**src/rtl/piso_shift_register_8_bits_pkg.sv**
```systemverilog
// Shared types and helpers for the parallel-to-serial shift stage.
package piso_pkg;

  typedef enum logic {
    IDLE  = 1'b0,
    SHIFT = 1'b1
  } piso_state_t;

  localparam int DEFAULT_DATA_WIDTH = 8;

  function automatic int cnt_width(input int w);
    return $clog2(w);
  endfunction

endpackage

```
**src/rtl/piso_shift_register_8_bits_bit_counter.sv**
```systemverilog
// Bit-position counter for one serial frame; saturates on the last bit and
// only returns to zero through clear (a new word being loaded).
module bit_counter
  import piso_pkg::*;
#(
  parameter int WIDTH = DEFAULT_DATA_WIDTH
) (
  input  logic Clk_In,
  input  logic Reset_In,
  input  logic clear,
  input  logic enable,
  output logic is_last
);

  localparam int CW = cnt_width(WIDTH);
  localparam logic [CW-1:0] LAST_IDX = CW'(WIDTH - 1);

  logic [CW-1:0] count;

  assign is_last = (count == LAST_IDX);

  always_ff @(posedge Clk_In or posedge Reset_In) begin
    if (Reset_In) begin
      count <= '0;
    end else if (clear) begin
      count <= '0;
    end else if (enable && !is_last) begin
      count <= count + 1'b1;
    end
  end

endmodule

```
**src/rtl/piso_shift_register_8_bits.sv**
```systemverilog
// Parallel-to-serial shift stage with valid/ready on both sides; a load on
// the final beat chains the next word so frames stream without gaps.
//
// state | meaning
// IDLE  | no frame active, ready for a word, output parked at IDLE_LEVEL
// SHIFT | frame in progress, one bit per accepted serial beat
module piso_shift_register_8_bits
  import piso_pkg::*;
#(
  parameter int   DATA_WIDTH = DEFAULT_DATA_WIDTH,
  parameter bit   MSB_FIRST  = 1'b1,
  parameter logic IDLE_LEVEL = 1'b0
) (
  input  logic                  Clk_In,
  input  logic                  Reset_In,
  input  logic [DATA_WIDTH-1:0] Parallel_Data_In,
  input  logic                  Load_Valid_In,
  output logic                  Load_Ready_Out,
  output logic                  Serial_Data_Out,
  output logic                  Serial_Valid_Out,
  input  logic                  Serial_Ready_In,
  output logic                  Last_Bit_Out,
  output logic                  Busy_Out
);

  piso_state_t           state;
  logic [DATA_WIDTH-1:0] shift_reg;
  logic                  cnt_last;
  logic                  load;
  logic                  beat;
  logic                  out_bit;

  assign Busy_Out         = (state == SHIFT);
  assign Serial_Valid_Out = Busy_Out;
  assign Last_Bit_Out     = Busy_Out && cnt_last;
  assign Load_Ready_Out   = (state == IDLE) || (Last_Bit_Out && Serial_Ready_In);

  assign load = Load_Valid_In && Load_Ready_Out;
  assign beat = Serial_Valid_Out && Serial_Ready_In;

  assign out_bit         = MSB_FIRST ? shift_reg[DATA_WIDTH-1] : shift_reg[0];
  assign Serial_Data_Out = Busy_Out ? out_bit : IDLE_LEVEL;

  // A load on the final beat restarts the count rather than advancing it.
  bit_counter #(
    .WIDTH (DATA_WIDTH)
  ) u_bit_counter (
    .Clk_In   (Clk_In),
    .Reset_In (Reset_In),
    .clear    (load),
    .enable   (beat && !load),
    .is_last  (cnt_last)
  );

  always_ff @(posedge Clk_In or posedge Reset_In) begin
    if (Reset_In) begin
      state     <= IDLE;
      shift_reg <= '0;
    end else begin
      case (state)
        IDLE: begin
          if (load) begin
            shift_reg <= Parallel_Data_In;
            state     <= SHIFT;
          end
        end
        SHIFT: begin
          if (load) begin
            shift_reg <= Parallel_Data_In;
          end else if (beat) begin
            if (MSB_FIRST) begin
              shift_reg <= {shift_reg[DATA_WIDTH-2:0], 1'b0};
            end else begin
              shift_reg <= {1'b0, shift_reg[DATA_WIDTH-1:1]};
            end
            if (cnt_last) begin
              state <= IDLE;
            end
          end
        end
        default: state <= IDLE;
      endcase
    end
  end

endmodule

```
**config.mk**
```make
export PLATFORM = sky130hd
export DESIGN_NAME = piso_shift_register_8_bits
export DESIGN_NICKNAME = d
export VERILOG_FILES = /design/src/rtl/piso_shift_register_8_bits_pkg.sv /design/src/rtl/piso_shift_register_8_bits_bit_counter.sv /design/src/rtl/piso_shift_register_8_bits.sv
export SDC_FILE = /design/constraint.sdc
export NUM_CORES = 1
export LEC_CHECK = 0
export CAP_MARGIN = 20
export CELL_PAD_IN_SITES_DETAIL_PLACEMENT = 0
export CELL_PAD_IN_SITES_GLOBAL_PLACEMENT = 2
export CORE_MARGIN = 10
export CORE_UTILIZATION = 29
export DETAILED_ROUTE_END_ITERATION = 8
export PLACE_DENSITY = 0.77
export SETUP_SLACK_MARGIN = 0.5
export SLEW_MARGIN = 20
export SYNTH_ARGS = -nofsm -noshare
export SYNTH_HDL_FRONTEND = slang
export SYNTH_SLANG_ARGS = --single-unit
```
**constraint.sdc**
```tcl
create_clock -name Clk_In -period 3 [get_ports Clk_In]
set_input_delay 0.6 -clock Clk_In [delete_from_list [all_inputs] [get_ports Clk_In]]
set_output_delay 0.6 -clock Clk_In [all_outputs]
set_load 0.005 [all_outputs]
```
### Word level (Yosys, flattened, before mapping)

Cells that the tools add are included.
W data, S select, Z words.

| word-level totals | value |
|---|---|
| word-level logic and storage cells | 31 |
| flip-flop bits (word level) | 12 |
| input port bits | 12 |
| output and inout bits | 5 |

| cells by class | value |
|---|---|
| eq/ne operators | 3 |
| reductions and logical operators | 11 |
| add/subtract/negate cells | 1 |
| mux-type cells | 12 |
| bitwise logic cells | 1 |

Operators by type and width:

| operator | count |
|---|---|
| $mux W8 | 3 |
| $pmux W8 S2 | 1 |
| $logic_and A1 B1 Y1 | 6 |
| $mux W3 | 2 |
| $mux W1 | 5 |
| $add A3 B1 Y3 const B | 1 |
| $eq A3 B3 Y1 const B | 1 |
| $ne A3 B1 Y1 const B | 1 |
| $logic_not A1 Y1 | 2 |
| $ne A2 B2 Y1 const B | 1 |
| $pmux W1 S2 | 1 |
| $reduce_and A2 Y1 | 1 |
| $reduce_bool A2 Y1 | 1 |
| $logic_or A1 B1 Y1 | 1 |
| $not A1 Y1 | 1 |

### Logic depth before layout (Yosys ltp)

| logic depth | value |
|---|---|
| word-level depth | 10 |
| gate-level depth with buffers | 6 |
| mapped depth without buffers | 5 |

### Modules after synthesis

From an unflattened synthesis, not the netlist that was laid out.

| second synthesis, totals | value |
|---|---|
| cell total of the unflattened synthesis | 72 |
| area, all modules | 730.7 sq um |

By module, submodules not included:

| module | cells each | instances | sequential area each (sq um) | area each (sq um) |
|---|---|---|---|---|
| piso_shift_register_8_bits | 56 | 1 | 225.2 | 543.0 |
| bit_counter | 16 | 1 | 75.1 | 187.7 |

### Worst setup path before layout

No wires, ideal clock.

| path | value |
|---|---|
| path kind | reg2out |
| from | register u_bit_counter.count[0] |
| to | output Last_Bit_Out |
| buffers on the path | 0 |
| cell stages (with the launch flop) | 4 |
| data arrival time | 0.944 ns |
| path slack | 1.456 ns |
| required time | 2.400 ns |
| cell sequence | dfrtp_1 ha_1 ha_1 and2_1 |

| between the ends | value |
|---|---|
| longest elaborated chain between the ends | 2 |

Ends and longest elaborated chain:

| element | line | source |
|---|---|---|
| from (decl) | piso_shift_register_8_bits_bit_counter.sv:18 | `logic [CW-1:0] count;` |
| from (signal assigned) | piso_shift_register_8_bits_bit_counter.sv:28 | `count <= count + 1'b1;` |
| $eq A3 B3 Y1 | piso_shift_register_8_bits_bit_counter.sv:20 | `assign is_last = (count == LAST_IDX);` |
| $logic_and A1 B1 Y1 | piso_shift_register_8_bits.sv:35 | `assign Last_Bit_Out = Busy_Out && cnt_last;` |
| to (decl) | piso_shift_register_8_bits.sv:22 | `output logic Last_Bit_Out,` |

No other way between the ends.

### Worst setup path in the final report

| path | value |
|---|---|
| from | register u_bit_counter.count[0] |
| to | output Load_Ready_Out |

| between the ends | value |
|---|---|
| longest elaborated chain between the ends | 4 |

Ends and longest elaborated chain:

| element | line | source |
|---|---|---|
| $eq A3 B3 Y1 | piso_shift_register_8_bits_bit_counter.sv:20 |  |
| $logic_and A1 B1 Y1 | piso_shift_register_8_bits.sv:35 |  |
| $logic_and A1 B1 Y1 | piso_shift_register_8_bits.sv:36 | `assign Load_Ready_Out = (state == IDLE) \|\| (Last_Bit_Out && Serial_Ready_In);` |
| $logic_or A1 B1 Y1 | piso_shift_register_8_bits.sv:36 |  |
| to (decl) | piso_shift_register_8_bits.sv:18 | `output logic Load_Ready_Out,` |

No other way between the ends.

==> results.py <==
metrics = {
    "logic_synthesis": {
        "syn_area_per_cell_um2": 9.38,
        "post_synth_num_cell_types": 21,
        "synth_warn": 0,
        "syn_area_um2": 619,
        "yosys.cell_count.top_type": "sky130_fd_sc_hd__dfrtp_1",
        "post-synth-top-area-cell": "sky130_fd_sc_hd__dfrtp_1",
        "synth-main-ff-cell": "sky130_fd_sc_hd__dfrtp_1",
        "postSynthRegisterBits": 12,
        "postSynthNetCount": 80,
        "synth_top_cells_by_area": "sky130_fd_sc_hd__dfrtp_1 48%, sky130_fd_sc_hd__a31oi_1 7.1%, sky130_fd_sc_hd__nand3_1 6.5%",
        "number_of_flops_mapped_to_enable_cells_by_yosys": 0,
        "synth.yosys.seq_area_share": 0.485,
        "synthArstFlopShare": 1.00,
        "yosysTopAreaCellShare": 0.485,
        "synth_commonest_cells": "12 x sky130_fd_sc_hd__dfrtp_1, 8 x sky130_fd_sc_hd__nand3_1, 8 x sky130_fd_sc_hd__nor2_1, 8 x sky130_fd_sc_hd__o21ai_0, 7 x sky130_fd_sc_hd__a31oi_1",
        "post_synth_inst_count": 66,
    },
    "sta": {
        "tightestPinTransition_ns": 0.483,
        "timing_hold_violations_final": 0,
        "final.hold.worst_slack_ns": 0.511,
        "max_slew_margin": 0.678,
        "final_count_of_pins_violating_max_slew": 0,
        "layout_worst_path_cycle_share": 0.772,
        "final_setup_viols": 0,
        "achievable-frequency_ghz": 0.432,
        "period_minus_slack_ns": 2.32,
        "final.setup.tns_ns": 0,
        "clock-skew-final_ns": 0.00745,
        "setup_repair_after_global_routing_missed_its_margin": "false",
    },
    "critical_path": {
        "cp_data_required_time_ns": 2.40,
        "timing.critical_path.to_type": "primary output",
        "worstSetupPathType": "reg -> out",
        "path_max_fanout": 6,
        "worst-endpoint-arrival_ns": 1.72,
        "worst_setup_path_start_kind": "flip-flop",
    },
    "placed_design": {
        "post-place-cells": 105,
        "place_congestion": 0.627,
        "hpwl_mm": 1.05,
        "port_buffers": 16,
    },
    "route": {
        "drtPass1Iterations": 4,
        "drt-initial-drc-count": 16,
        "via_per_inst": 4.82,
        "route.vias.total": 525,
        "final_antenna_net_count": 0,
        "drc": 0,
        "routed_length_per_instance_um": 13.3,
        "routed_wl_mm": 1.45,
    },
    "power": {
        "comb_power_share": 0.317,
        "switching_share": 0.287,
        "internal_power_uw": 390,
        "power-per-cell-area_nw_per_um2": 665,
        "power.net_switching_uw": 157,
        "sequential_fraction_of_design_power": 0.452,
        "vdd_ir_drop_max_mv": 0.328,
        "power.share.clock": 0.231,
        "power_leakage_uw": 0.000367,
    },
    "clock_network": {
        "cts_tree": "done",
        "number_of_buffers_inserted_during_clock_tree_synthesis": 3,
        "cts.sinks": 12,
        "clkLatencyLatePin_ns": 0.27,
        "clk_root_buffer_cell": "sky130_fd_sc_hd__clkbuf_4",
        "h-tree-depth": 1,
        "ctsLongestPathBuffers": 2,
        "path_clk_slew_ns": 0.07,
        "cts-hold-fix-buffers": 0,
    },
    "cells_and_area": {
        "post_route_cells_drive_above_1_share": 0.0732,
        "nets": 97,
        "final.fill_count": 223,
        "syn_to_final_growth_pct": 32.9,
        "largest_register_ff_count": 8,
        "multi_input_comb_area_um2": 279,
        "final_cells": 109,
        "final_util": 0.411,
        "antennaDiodeCount": 0,
        "storage_element_area_um2": 300,
    },
    "grt": {
        "grt_first_pass_wirelength_mm": 2.43,
        "initial_antenna_violation_count": 0,
        "maximum_number_of_pins_on_one_net_before_global_route_repair": 17,
        "grt_pass1_vias": 535,
        "gr-total-overflow": 0,
        "globalRouteTotalUtil": 0.0740,
    },
    "floorplanning": {
        "dieWidth_um": 66.2,
        "placementRows": 16,
        "floorplan.core_area_um2": 2000,
        "die_h_um": 66.2,
        "design.portCount": 17,
        "start_util": 0.309,
        "dieArea_um2": 4380,
    },
    "run_status": {
        "outcome": "complete, no violations",
    },
    "flow_run": {
        "drv.max_cap_violation_count": 0,
    },
    "min_path": {
        "hp-class": "reg -> reg",
    },
}
## area by class of cell
type,count,share of cell area
multi-input cells,47,0.339
clock buffers,4,0.0441
flip-flops and latches,12,0.365
repair buffers,16,0.198
well taps,27,0.0410
inverters,3,0.0137
## layout by cell type, fill, tap and decap left out, types with 3 or more instances in the layout
master,count
sky130_fd_sc_hd__nand2_1,3
sky130_fd_sc_hd__nor2_1,8
sky130_fd_sc_hd__inv_1,3
sky130_fd_sc_hd__nand3_1,8
sky130_fd_sc_hd__a31oi_1,7
sky130_fd_sc_hd__clkdlybuf4s50_1,15
sky130_fd_sc_hd__dfrtp_1,12
sky130_fd_sc_hd__o21ai_0,8
sky130_fd_sc_hd__clkbuf_4,3
## metal layers
metal / part of all wire / track usage
met1: 0.44 / 0.0746
met2: 0.48 / 0.123
met3: 0.071 / 0.0458
met4: 0.013 / 0.0236
met5: 0 / 0
## worst max-delay path, cell delays in order, from the launching register on
cell and delay [ns]:
sky130_fd_sc_hd__dfrtp_1 0.39, sky130_fd_sc_hd__ha_1 0.20, sky130_fd_sc_hd__ha_1 0.24, sky130_fd_sc_hd__nand2_1 0.08, sky130_fd_sc_hd__nand2_1 0.06, sky130_fd_sc_hd__clkdlybuf4s50_1 0.48
## worst paths after layout
path | from | endpoint | slack (ns) | cells after the start
min in group asynchronous | Reset_In | shift_reg[5] | 0.63 | 2
worst max register to register | u_bit_counter.count[0] | shift_reg[3] | 1.41 | 5
worst min-delay path | u_bit_counter.count[1] | u_bit_counter.count[1] | 0.51 | 1
max in group asynchronous | Reset_In | shift_reg[3] | 2.05 | 2
worst max-delay path | u_bit_counter.count[0] | Load_Ready_Out | 0.68 | 5
worst min register to register | u_bit_counter.count[1] | u_bit_counter.count[1] | 0.51 | 1
## logic make-up after synthesis
family                   synth area share
flip-flops                          0.485
adder cells (fa/ha/maj)            0.0404
AND/OR/NAND/NOR                     0.182
buffers and inverters              0.0646
AO/OA/AOI/OAI                       0.186
multiplexers                       0.0424
## per-stage QoR
step	instance area (µm²)	worst slack, ns	power, µW
after floorplan	619	1.46	360
after global placement	785	0.589	424
after detailed placement	785	0.568	426
after CTS	821	0.566	559
after global routing	823	0.575	594
final	823	0.685	547
## power groups by stage
| stage | Clock [µW] | Combinational [µW] | Sequential [µW] |
|---|---|---|---|
| after floorplan | 0 | 119 | 241 |
| after global placement | 0 | 174 | 250 |
| after detailed placement | 0 | 176 | 250 |
| after CTS | 134 | 178 | 247 |
| after global routing | 139 | 200 | 255 |
| final | 127 | 173 | 247 |
## repair_timing
action                     CTS  global route
resized for setup            0             1
buffers inserted             0             0
setup endpoints to repair    0             1
(Power assumes the default switching activity.)
